[src/rtl/case_arbiter_if.sv]
// Purpose: bundles the three-requester request/data lines and the grant/result lines of case_arbiter.
// Latency: none, wires only.
// Backpressure: none; req/last act as per-requester valid/end-of-transfer, gnt as the ready side.
interface case_arbiter_if #(
   parameter int size = 1
);
   logic [2:0]      req;
   logic [2:0]      last;
   logic [size-1:0] src2;
   logic [size-1:0] src1;
   logic [size-1:0] src0;
   logic            mode;
   logic [2:0]      gnt;
   logic [1:0]      gnt_code;
   logic [size-1:0] out_data;
   logic            out_valid;
   logic            busy;
   logic            preempt;

   // Requester side: drives requests and data, observes the grant.
   modport master (
      output req, last, src2, src1, src0, mode,
      input  gnt, gnt_code, out_data, out_valid, busy, preempt
   );

   // Arbiter side.
   modport slave (
      input  req, last, src2, src1, src0, mode,
      output gnt, gnt_code, out_data, out_valid, busy, preempt
   );
endinterface

[src/rtl/case_arbiter.sv]
// Purpose: 3-way arbiter (fixed or round-robin) holding one grant until last, abort or max_hold preemption.
// Latency: grant registered one cycle after req seen in IDLE; out_data/out_valid combinational while BUSY.
// Backpressure: a requester keeps the bus while req[g] stays high, capped at max_hold cycles.
module case_arbiter #(
   parameter int size     = 1,
   parameter int max_hold = 8
) (
   input  logic           clk,
   input  logic           rst_n,
   case_arbiter_if.slave  bus
);
   localparam logic [0:0] IDLE     = 1'b0;
   localparam logic [0:0] BUSY     = 1'b1;
   localparam logic [7:0] HOLD_LIM = 8'(max_hold);

   logic [0:0]      state_q, state_d;
   logic [2:0]      gnt_q, gnt_d;
   logic [1:0]      code_q, code_d;
   logic [1:0]      ptr_q, ptr_d;
   logic [7:0]      cnt_q, cnt_d;
   logic            preempt_q, preempt_d;

   logic [1:0]      start;
   logic [1:0]      win;
   logic            req_g;
   logic            last_g;
   logic            at_limit;
   logic [size-1:0] src_g;

   // Winner search: descending from just below the start index, wrapping; start 0 gives 2,1,0.
   always_comb begin
      start = bus.mode ? ptr_q : 2'd0;
      win   = 2'd0;
      case (start)
         2'd1: begin
            if (bus.req[0])      win = 2'd0;
            else if (bus.req[2]) win = 2'd2;
            else                 win = 2'd1;
         end
         2'd2: begin
            if (bus.req[1])      win = 2'd1;
            else if (bus.req[0]) win = 2'd0;
            else                 win = 2'd2;
         end
         default: begin
            if (bus.req[2])      win = 2'd2;
            else if (bus.req[1]) win = 2'd1;
            else                 win = 2'd0;
         end
      endcase
   end

   // Signals of the currently granted requester; last of the others is masked off by the one-hot grant.
   always_comb begin
      req_g    = |(bus.req & gnt_q);
      last_g   = |(bus.req & bus.last & gnt_q);
      at_limit = (cnt_q == HOLD_LIM);
      src_g    = ({size{gnt_q[2]}} & bus.src2)
               | ({size{gnt_q[1]}} & bus.src1)
               | ({size{gnt_q[0]}} & bus.src0);
   end

   // Next-state logic: arbitrate in IDLE, hold/exit in BUSY with completion > abort > preemption.
   always_comb begin
      state_d   = state_q;
      gnt_d     = gnt_q;
      code_d    = code_q;
      ptr_d     = ptr_q;
      cnt_d     = cnt_q;
      preempt_d = 1'b0;
      case (state_q)
         IDLE: begin
            if (|bus.req) begin
               state_d = BUSY;
               gnt_d   = 3'b001 << win;
               code_d  = 2'd2 - win;
               ptr_d   = win;
               cnt_d   = 8'd1;
            end
         end
         default: begin
            if (last_g || !req_g || at_limit) begin
               state_d   = IDLE;
               gnt_d     = 3'b000;
               code_d    = 2'd3;
               cnt_d     = 8'd0;
               preempt_d = at_limit && req_g && !last_g;
            end else begin
               cnt_d = cnt_q + 8'd1;
            end
         end
      endcase
   end

   // State registers; reset drops any grant at once without a preempt pulse.
   always_ff @(posedge clk or negedge rst_n) begin
      if (!rst_n) begin
         state_q   <= IDLE;
         gnt_q     <= 3'b000;
         code_q    <= 2'd3;
         ptr_q     <= 2'd0;
         cnt_q     <= 8'd0;
         preempt_q <= 1'b0;
      end else begin
         state_q   <= state_d;
         gnt_q     <= gnt_d;
         code_q    <= code_d;
         ptr_q     <= ptr_d;
         cnt_q     <= cnt_d;
         preempt_q <= preempt_d;
      end
   end

   assign bus.gnt       = gnt_q;
   assign bus.gnt_code  = code_q;
   assign bus.busy      = (state_q == BUSY);
   assign bus.out_valid = (state_q == BUSY) && req_g;
   assign bus.out_data  = bus.out_valid ? src_g : '0;
   assign bus.preempt   = preempt_q;
endmodule

[src/flat_wrapper.sv]
// flat-port wrapper written by rule: the top's interface ports become plain ports
module case_arbiter_flat 
#(
   parameter int size     = 1,
   parameter int max_hold = 8
)
  (clk, rst_n, bus_req, bus_last, bus_src2, bus_src1, bus_src0, bus_mode, bus_gnt, bus_gnt_code, bus_out_data, bus_out_valid, bus_busy, bus_preempt);
  case_arbiter_if #(.size(size)) bus_i ();
  input  logic clk;
  input  logic rst_n;
  input wire logic [$bits(bus_i.req)-1:0] bus_req;
  input wire logic [$bits(bus_i.last)-1:0] bus_last;
  input wire logic [$bits(bus_i.src2)-1:0] bus_src2;
  input wire logic [$bits(bus_i.src1)-1:0] bus_src1;
  input wire logic [$bits(bus_i.src0)-1:0] bus_src0;
  input wire logic [$bits(bus_i.mode)-1:0] bus_mode;
  output wire logic [$bits(bus_i.gnt)-1:0] bus_gnt;
  output wire logic [$bits(bus_i.gnt_code)-1:0] bus_gnt_code;
  output wire logic [$bits(bus_i.out_data)-1:0] bus_out_data;
  output wire logic [$bits(bus_i.out_valid)-1:0] bus_out_valid;
  output wire logic [$bits(bus_i.busy)-1:0] bus_busy;
  output wire logic [$bits(bus_i.preempt)-1:0] bus_preempt;
  assign bus_i.req = bus_req;
  assign bus_i.last = bus_last;
  assign bus_i.src2 = bus_src2;
  assign bus_i.src1 = bus_src1;
  assign bus_i.src0 = bus_src0;
  assign bus_i.mode = bus_mode;
  assign bus_gnt = bus_i.gnt;
  assign bus_gnt_code = bus_i.gnt_code;
  assign bus_out_data = bus_i.out_data;
  assign bus_out_valid = bus_i.out_valid;
  assign bus_busy = bus_i.busy;
  assign bus_preempt = bus_i.preempt;
  case_arbiter #(.size(size), .max_hold(max_hold)) u_core (.clk(clk), .rst_n(rst_n), .bus(bus_i));
endmodule
[config.mk]
export PLATFORM = sky130hd
export DESIGN_NAME = case_arbiter_flat
export DESIGN_NICKNAME = d
export VERILOG_FILES = /design/src/rtl/case_arbiter_if.sv /design/src/rtl/case_arbiter.sv /design/src/flat_wrapper.sv
export SDC_FILE = /design/constraint.sdc
export NUM_CORES = 1
export LEC_CHECK = 0
export CORE_MARGIN = 3
export CORE_UTILIZATION = 54
export CTS_BUF_LIST = sky130_fd_sc_hd__clkbuf_8 sky130_fd_sc_hd__clkbuf_16
export DETAILED_ROUTE_END_ITERATION = 7
export PLACE_DENSITY = 0.86
export SETUP_SLACK_MARGIN = 0.5
export SLEW_MARGIN = 20
export SYNTH_ARGS = -nofsm -noshare
export SYNTH_HDL_FRONTEND = slang
export SYNTH_SLANG_ARGS = --single-unit
[constraint.sdc]
create_clock -name clk -period 5.1 [get_ports clk]
set_clock_uncertainty 0.15 [all_clocks]
set_input_delay 0.51 -clock clk [delete_from_list [all_inputs] [get_ports clk]]
set_output_delay 0.51 -clock clk [all_outputs]
set_load 0.02 [all_outputs]
==> results_dict.tcl, run 1 <==
set metrics [dict create \
    use_met1_pct 26.9 \
    min_period_ns 3.04 \
    async_flop_share_pct 100 \
    cts_buffers 3 \
    r2r_slack_ns 2.74 \
    core_um2 1760 \
    rr_endpoint "u_core.bus.gnt[1]$_DFFE_PN0P_" \
    diodes 0 \
    post_drt_wl_per_cell_um 14.8 \
    die_w_um 49.7 \
    ir_worst_vdd_v 0.000345 \
    clk_pin_slew_ns 0.06 \
    start_kind "primary input" \
    initial_core_util_pct 58.4 \
    power.total_w 0.000611 \
    hp-class "reg -> reg" \
    gp_congestion 0.915 \
    yosysMostFrequentCell "dfrtp_1" \
    setup_tns_ns 0 \
    cp.arrival_ns 2.38 \
    clkPwrFrac_pct 16.5 \
    power.density_nw_per_um2 473 \
    synth.top_cell.area_share_pct 36.5 \
    dp_hpwl_mm 1.71 \
    track_usage_pct 20.5 \
    io_pins 21 \
    tightest_slew_ns 0.745 \
    ctsLongestPathBuffers 2 \
    holdWs_ns 0.331 \
    setup_violations 0 \
    top_usage_layer "met2" \
    p_leak_nw 0.581 \
    overflow 0 \
    vias_per_cell 6.08 \
    rows 15 \
    min_period_over_period_pct 59.5 \
    antenna_found_initial 0 \
    rsz0062_at_grt "false" \
    rr_worst_depth 7 \
    finalMaxSlewViolations 0 \
    finalHoldViolCount 0 \
    yosysSeqAreaShare_pct 41.6 \
    ys_ff_latch 17 \
    cts_hold_buffers 0 \
    slew_headroom_pct 50.2 \
    grt_pass1_wl_mm 3.86 \
    r2r_start "u_core.ptr_q[0]$_DFFE_PN0P_" \
    p_comb_share_pct 47.3 \
    syn_area_um2 1030 \
    clk_latency_ns 0.26 \
    nets 150 \
    synth_top_area_cell "dfrtp_1" \
    portBuffers 20 \
    status "finished, final reports clean" \
    synth_edf_count 0 \
    intPower_w 0.000366 \
    via_count 942 \
    first_pass_iters 5 \
    avgSynthCellArea_um2 9.45 \
    ys_warn_count 0 \
    synthTopCellsByArea "dfrtp_1 (36%), ha_1 (8.5%), dfstp_2 (5.1%)" \
    cts-root-buf "clkbuf_8" \
    die-height_um 49.7 \
    power.switching_w 0.000246 \
    end_kind "output port" \
    seq_power_share_pct 36.1 \
    critical_path_required_ns 4.44 \
    cts_setup_buffers 0 \
    htree_levels 1 \
    ant_nets 0 \
    synthCells 109 \
    cts_resized 0 \
    fmax_mhz 329 \
    swShare_pct 40.2 \
    synth.distinct_cells 36 \
    cp-endpoint "bus_out_data" \
    drive_above_1_share_pct 6.92 \
    grt_pass1_vias 857 \
    drc 0 \
    critPathLaunch "bus_req[1]" \
    critical_path_class "in -> out" \
    use_met3_pct 5.74 \
    grt_max_degree 18 \
    path_max_fanout 7 \
    drv_cap 0 \
    fp.dieArea_um2 2470 \
    synth_common_cells "dfrtp_1 (15), inv_1 (10), nor2_1 (9), nand2_1 (8), ha_1 (7)" \
    syn-num-nets 128 \
    cts_tree "built" \
    areaGrowthSynthToFinish_pct 25.4 \
    drt-initial-drc-count 56 \
    cts.sinks 17 \
    synth_top_flop_cell "dfrtp_1" \
    met2_usage_pct 30.6 \
    wirelength_mm 2.30 \
]
==> through the flow <==
step / area [µm²] / util [%] / cells / worst slack [ns]
floorplan: 1030 / - / 109 / 2.82
global placement: 1240 / 70.6 / 151 / 2.18
detailed placement: 1240 / 70.6 / 151 / 2.09
CTS: 1290 / 73.2 / 155 / 2.08
global route: 1290 / 73.2 / 155 / 1.95
finish: 1290 / 73.2 / 155 / 2.06
==> critical path: stages <==
cell and delay [ns]:
clkdlybuf4s50_1 0.51, a222oi_1 0.56, nand2b_1 0.19, nor2_1 0.05
clkdlybuf4s50_1 0.55
==> logic make-up (layout without fill, tap and decap cells) <==
group	after synthesis	after routing	share of synthesized area [%]
and+or+nand+nor	44	44	22.5
DFF	17	17	41.6
buffers and inverters	13	34	5.22
xor gates and xnor gates	1	1	0.851
adders and majority gates	7	7	8.51
AOI/OAI and AO/OA	27	27	21.4
==> layout make-up <==
class                      count  area [µm²]
multi-input combinational     79         548
inverter                      10        37.5
timing repair buffer          20         200
tap                           25        31.3
clock buffer                   3        41.3
fill                         136         473
clock inverter                 1        5.00
sequential                    17         428
==> cells in the final DEF, fill, tap and decap left out, types with 3 or more instances in the layout <==
master,Yosys,layout
ha_1,7,7
nor2_1,9,9
nor4_1,3,3
nor4b_1,3,3
nand3_1,6,6
clkbuf_8,0,3
nand2_1,8,8
a22o_1,5,5
or2_2,3,3
clkdlybuf4s50_1,0,20
nor3_1,3,3
and3_1,3,3
dfrtp_1,15,15
inv_1,10,10
==> sequential cells by signal (all words and copies together), names as in the netlist <==
signal / cells
u_core.bus.busy: 1
u_core.bus.preempt: 1
u_core.ptr_q: 2
u_core.bus.gnt: 3
u_core.cnt_q: 8
u_core.bus.gnt_code: 2
==> worst min path at each step <==
stage	end	cells after the start	start
3_3_place_gp	u_core.ptr_q[0]$_DFFE_PN0P_	1	u_core.ptr_q[0]$_DFFE_PN0P_
5_1_grt	u_core.ptr_q[0]$_DFFE_PN0P_	1	u_core.ptr_q[0]$_DFFE_PN0P_
3_5_place_dp	u_core.ptr_q[0]$_DFFE_PN0P_	1	u_core.ptr_q[0]$_DFFE_PN0P_
6_report	u_core.ptr_q[0]$_DFFE_PN0P_	1	u_core.ptr_q[0]$_DFFE_PN0P_
2_1_floorplan	u_core.bus.busy$_DFF_PN0_	0	rst_n
4_1_cts	u_core.ptr_q[0]$_DFFE_PN0P_	1	u_core.ptr_q[0]$_DFFE_PN0P_
==> per-layer routing <==
layer  up-vias  wire length (µm)
met4         0                31
li1        447                 -
met2        55              1040
met1       436               974
met3         4               252
met5         -                 0
==> power groups by stage <==
stage	Clock [W]	Combinational, W	Sequential, W
floorplan	0	0.000174	0.000239
global placement	0	0.000278	0.000221
detailed placement	0	0.000287	0.000222
CTS	0.000103	0.000290	0.000220
global route	0.000110	0.000318	0.000227
finish	0.000101	0.000289	0.000221
(Power assumes the default switching activity.)
==> run 2, diff against run 1 <==
--- a/config.mk
+++ b/config.mk
@@ -6,10 +6,10 @@
 export NUM_CORES = 1
 export LEC_CHECK = 0
 export CORE_MARGIN = 3
-export CORE_UTILIZATION = 54
+export CORE_UTILIZATION = 45
 export CTS_BUF_LIST = sky130_fd_sc_hd__clkbuf_8 sky130_fd_sc_hd__clkbuf_16
 export DETAILED_ROUTE_END_ITERATION = 7
-export PLACE_DENSITY = 0.86
+export PLACE_DENSITY = 0.77
 export SETUP_SLACK_MARGIN = 0.5
 export SLEW_MARGIN = 20
 export SYNTH_ARGS = -nofsm -noshare
==> constraint.sdc (replaced) <==
create_clock -name clk -period 2.66 [get_ports clk]
set_clock_uncertainty 0.15 [all_clocks]
set_input_delay 0.266 -clock clk [delete_from_list [all_inputs] [get_ports clk]]
set_output_delay 0.266 -clock clk [all_outputs]
set_load 0.02 [all_outputs]
==> run 2 against run 1 <==
  * Non-clock buffer count grew 9
  * Critical path depth is 2 higher
  * Hold slack worse by 0.020 ns
  * Clock power grew 89%
  * Register-to-register slack got worse by 2.2 ns
  * Utilization shrank 5.5 points
  * Die area up 17%
  * Sequential cell count unchanged
  * Cell count is 7.1% higher
  * Clock-buffer cell count unchanged
  * Largest power group unchanged
==> results_dict.tcl, run 2 (synthesis gave the netlist of run 1 again) <==
set metrics [dict create \
    track_usage_pct 20.5 \
    post_drt_wl_per_cell_um 15.4 \
    cts.sinks 17 \
    ir_worst_vdd_v 0.000657 \
    drive_above_1_share_pct 18.0 \
    first_pass_iters 4 \
    clk_latency_ns 0.25 \
    setup_tns_ns 0 \
    hp-class "in -> async" \
    fin_area_um2 1400 \
    rsz0062_at_grt "true" \
    drc 0 \
    rr_worst_depth 7 \
    gp_congestion 0.886 \
    cts_hold_buffers 0 \
    die-height_um 53.8 \
    drv_cap 0 \
    cts-root-buf "clkbuf_8" \
    place_area_um2 1280 \
    final_common_cell "clkdlybuf4s50_1" \
    status "finished, final reports clean" \
    min_period_over_period_pct 78.9 \
    portBuffers 20 \
    setup_violations 0 \
    drt-initial-drc-count 39 \
    slew_headroom_pct 48.3 \
    rows 16 \
    vias_per_cell 5.86 \
    clk_pin_slew_ns 0.06 \
    initial_core_util_pct 49.9 \
    finalHoldViolCount 0 \
    power.total_w 0.00127 \
    nets 159 \
    cp.arrival_ns 2.09 \
    diodes 0 \
    critical_path_required_ns 2.65 \
    dp_hpwl_mm 1.81 \
    overflow 0 \
    via_count 972 \
    antenna_found_initial 0 \
    end_kind "register" \
    ctsLongestPathBuffers 2 \
    largest_reg_flops 8 \
    tightest_slew_ns 0.773 \
    stdcell_count 166 \
    path_max_fanout 5 \
    wirelength_mm 2.55 \
    dp_cells 157 \
    io_pins 21 \
    grt_pass1_wl_mm 4.24 \
    cts_tree "built" \
    areaGrowthSynthToFinish_pct 35.5 \
    largest_register "u_core.cnt_q" \
    fmax_mhz 477 \
    cts_buffers 3 \
    layout_common_cells "clkdlybuf4s50_1 (16), dfrtp_1 (14), inv_1 (11)" \
    htree_levels 1 \
    core_um2 2060 \
    start_kind "register" \
    die_w_um 53.8 \
    fp.dieArea_um2 2900 \
    p_leak_nw 0.652 \
    power.density_nw_per_um2 907 \
    ant_nets 0 \
    critical_path_class "reg -> reg" \
    finalMaxSlewViolations 0 \
    min_period_ns 2.10 \
    holdWs_ns 0.312 \
    grt_max_degree 18 \
    grt_pass1_vias 948 \
]
-- run 2: timing repair --
action                     in CTS  in global routing
resized for setup               6                  8
cloned                          0                  0
setup endpoints to repair       5                 10
pin swaps                       2                  3
buffers inserted                1                  4
-- run 2: report_power, final --
group	total, W	switching [W]	internal [W]
Clock	0.000191	0.0000886	0.000103
Combinational	0.000652	0.000334	0.000318
Sequential	0.000422	0.0000784	0.000344
-- run 2: critical path: stages (launching register included) --
cell and delay (ns):
dfrtp_1 0.39, and2_4 0.16, ha_4 0.25, or2_2 0.28
a32oi_2 0.28, inv_1 0.07, ha_1 0.20, a22o_1 0.21
-- run 2: per-layer routing --
metal	share of wire [%]	global-route usage (%)
met1	45	25.3
met2	48	34.9
met3	4.7	1.94
met4	2.4	11.1
met5	0	0
-- run 2: final timing paths --
path | slack (ns) | end | startpoint
worst max-delay path | 0.56 | u_core.bus.gnt[1]$_DFFE_PN0P_ | u_core.ptr_q[0]$_DFFE_PN0P_
worst max register to register | 0.56 | u_core.bus.gnt[1]$_DFFE_PN0P_ | u_core.ptr_q[0]$_DFFE_PN0P_
worst min-delay path | 0.31 | u_core.bus.gnt[2]$_DFFE_PN0P_ | rst_n
max in group asynchronous | 1.52 | u_core.bus.gnt[1]$_DFFE_PN0P_ | rst_n
worst min register to register | 0.35 | u_core.ptr_q[0]$_DFFE_PN0P_ | u_core.ptr_q[0]$_DFFE_PN0P_
min in group clk | 0.35 | u_core.ptr_q[0]$_DFFE_PN0P_ | u_core.ptr_q[0]$_DFFE_PN0P_
-- run 2: metrics by stage --
stage / setup WS [ns] / util (%)
floorplan: 0.506 / -
global placement: 0.155 / 62.0
detailed placement: 0.0517 / 62.0
CTS: 0.484 / 65.5
global route: 0.492 / 67.7
finish: 0.562 / 67.7
-- run 2: area by class of cell --
cell class	count	area [µm²]
multi-input combinational	79	582
inverter	10	37.5
tap	27	33.8
clock buffer	3	41.3
clock inverter	1	3.75
fill	157	667
sequential	17	429
timing repair buffer	29	268
==> run 3, diff against run 2 <==
==> constraint.sdc (replaced) <==
create_clock -name clk -period 1.9 [get_ports clk]
set_clock_uncertainty 0.15 [all_clocks]
set_input_delay 0.19 -clock clk [delete_from_list [all_inputs] [get_ports clk]]
set_output_delay 0.19 -clock clk [all_outputs]
set_load 0.02 [all_outputs]
==> run 3 against run 2 <==
  * Largest cell class unchanged
  * Non-clock buffer count increased by 26
  * Cell count grew 16%
  * Highest routed layer unchanged
  * Critical path depth is 1 higher
  * Hold slack lost 0.20 ns
  * The run now ends with negative setup slack left
  * Sequential cell count is the same
==> results_dict.tcl, run 3 (synthesis gave the netlist of run 1 again) <==
set metrics [dict create \
    largest_register "u_core.cnt_q" \
    rr_worst_depth 8 \
    clk_latency_ns 0.26 \
    rsz0062_at_grt "true" \
    track_usage_pct 25.7 \
    num-fill-cells 106 \
    cts_hold_buffers 0 \
    fp.dieArea_um2 2900 \
    nets 185 \
    cts_tree "built" \
    r2r_slack_ns -0.12 \
    diodes 0 \
    p_leak_nw 0.804 \
    io_pins 21 \
    min_period_over_period_pct 106 \
    hp-class "in -> async" \
    clk_pin_slew_ns 0.08 \
    critical_path_class "reg -> reg" \
    overflow 0 \
    slew_headroom_pct 65.6 \
    core_um2 2060 \
    grt_pass1_wl_mm 5.32 \
    vias_per_cell 5.96 \
    die-height_um 53.8 \
    power.total_w 0.00234 \
    finalMaxSlewViolations 0 \
    tightest_slew_ns 0.517 \
    ir_worst_vdd_v 0.000952 \
    cts-root-buf "clkbuf_8" \
    r2r_start "u_core.bus.gnt[1]$_DFFE_PN0P_" \
    drv_cap 0 \
    antenna_found_initial 0 \
    ant_nets 0 \
    critical_path_required_ns 1.89 \
    drive_above_1_share_pct 48.5 \
    setup_violations 9 \
    htree_levels 1 \
    finalHoldViolCount 0 \
    final_common_cell "buf_4" \
    portBuffers 20 \
    post_drt_wl_per_cell_um 18.3 \
    layout_common_cells "buf_4 (29), dfrtp_1 (13)" \
    rows 16 \
    multi_input_area_um2 707 \
    drt-initial-drc-count 52 \
    wirelength_mm 3.52 \
    cts.sinks 17 \
    ctsLongestPathBuffers 2 \
    place_area_um2 1510 \
    status "finished with violations" \
    min_period_ns 2.02 \
    gp_congestion 0.864 \
    grt_max_degree 18 \
    cp.arrival_ns 2.01 \
    fmax_mhz 495 \
    cts_buffers 3 \
    areaGrowthSynthToFinish_pct 66.6 \
    rr_endpoint "u_core.cnt_q[6]$_DFFE_PN0P_" \
    power.density_nw_per_um2 1370 \
    first_pass_iters 6 \
    die_w_um 53.8 \
    end_kind "register" \
    dp_hpwl_mm 2.02 \
    drc 0 \
    path_max_fanout 10 \
    regArea_um2 430 \
    worst_slack_ns -0.120 \
    largest_reg_flops 8 \
    grt_pass1_vias 1095 \
    fin_area_um2 1720 \
    start_kind "register" \
    failed_checks "negative setup slack" \
    via_count 1144 \
    initial_core_util_pct 49.9 \
]
[run 3: cell type report]
class / instances / area share, %
Clock buffer: 3 / 2.41
Clock inverter: 1 / 0.292
Inverter: 10 / 2.19
Multi-Input combinational cell: 79 / 41.2
Sequential cell: 17 / 25.1
Tap cell: 27 / 1.97
Timing Repair Buffer: 55 / 26.8
[run 3: worst max-delay path by stage]
stage | startpoint | end | slack [ns] | depth (start not counted)
2_1_floorplan | u_core.ptr_q[0]$_DFFE_PN0P_ | u_core.bus.gnt_code[1]$_DFFE_PN1P_ | 0.04 | 8
4_1_cts | u_core.ptr_q[0]$_DFFE_PN0P_ | u_core.bus.gnt[1]$_DFFE_PN0P_ | -0.10 | 7
3_5_place_dp | bus_mode | u_core.bus.gnt[1]$_DFFE_PN0P_ | -0.41 | 8
3_3_place_gp | bus_mode | u_core.bus.gnt[1]$_DFFE_PN0P_ | -0.34 | 8
6_report | u_core.bus.gnt[1]$_DFFE_PN0P_ | u_core.cnt_q[6]$_DFFE_PN0P_ | -0.12 | 8
5_1_grt | u_core.ptr_q[0]$_DFFE_PN0P_ | u_core.bus.gnt_code[1]$_DFFE_PN1P_ | -0.20 | 8
[run 3: worst max-delay path, stage by stage, from the launching register on]
cell and delay, ns:
dfrtp_2 0.40, a222oi_1 0.30, buf_4 0.18, buf_6 0.09
buf_6 0.08, nand3b_1 0.20, buf_12 0.17, nor2_4 0.05
a311o_1 0.30
[run 3: timing repair]
action,in CTS,in global routing
endpoints found under the setup margin,26,25
resized for setup,49,13
setup buffers,9,4
pin swaps,9,5
[run 3: per-stage QoR]
| step | hold slack (ns) | std cells | TNS, ns | util (%) | setup slack [ns] |
|---|---|---|---|---|---|
| floorplan | -0.256 | 109 | 0 | - | 0.0365 |
| global placement | 0.326 | 175 | -3.30 | 73.0 | -0.344 |
| detailed placement | 0.332 | 175 | -4.05 | 73.0 | -0.407 |
| CTS | 0.122 | 188 | -0.418 | 82.2 | -0.101 |
| global route | 0.130 | 192 | -1.49 | 83.2 | -0.197 |
| finish | 0.108 | 192 | -0.473 | 83.2 | -0.120 |
[run 3: report_power, final]
group | internal, W | switching (W)
registers | 0.000483 | 0.0000883
clock network | 0.000146 | 0.000138
logic | 0.000766 | 0.000722
total | 0.00140 | 0.000948
[run 3: per-layer routing]
layer	global-route usage, %	wire length (µm)
met3	3.60	231
met2	45.6	1790
met5	0	0
met4	7.66	48
met1	32.1	1450
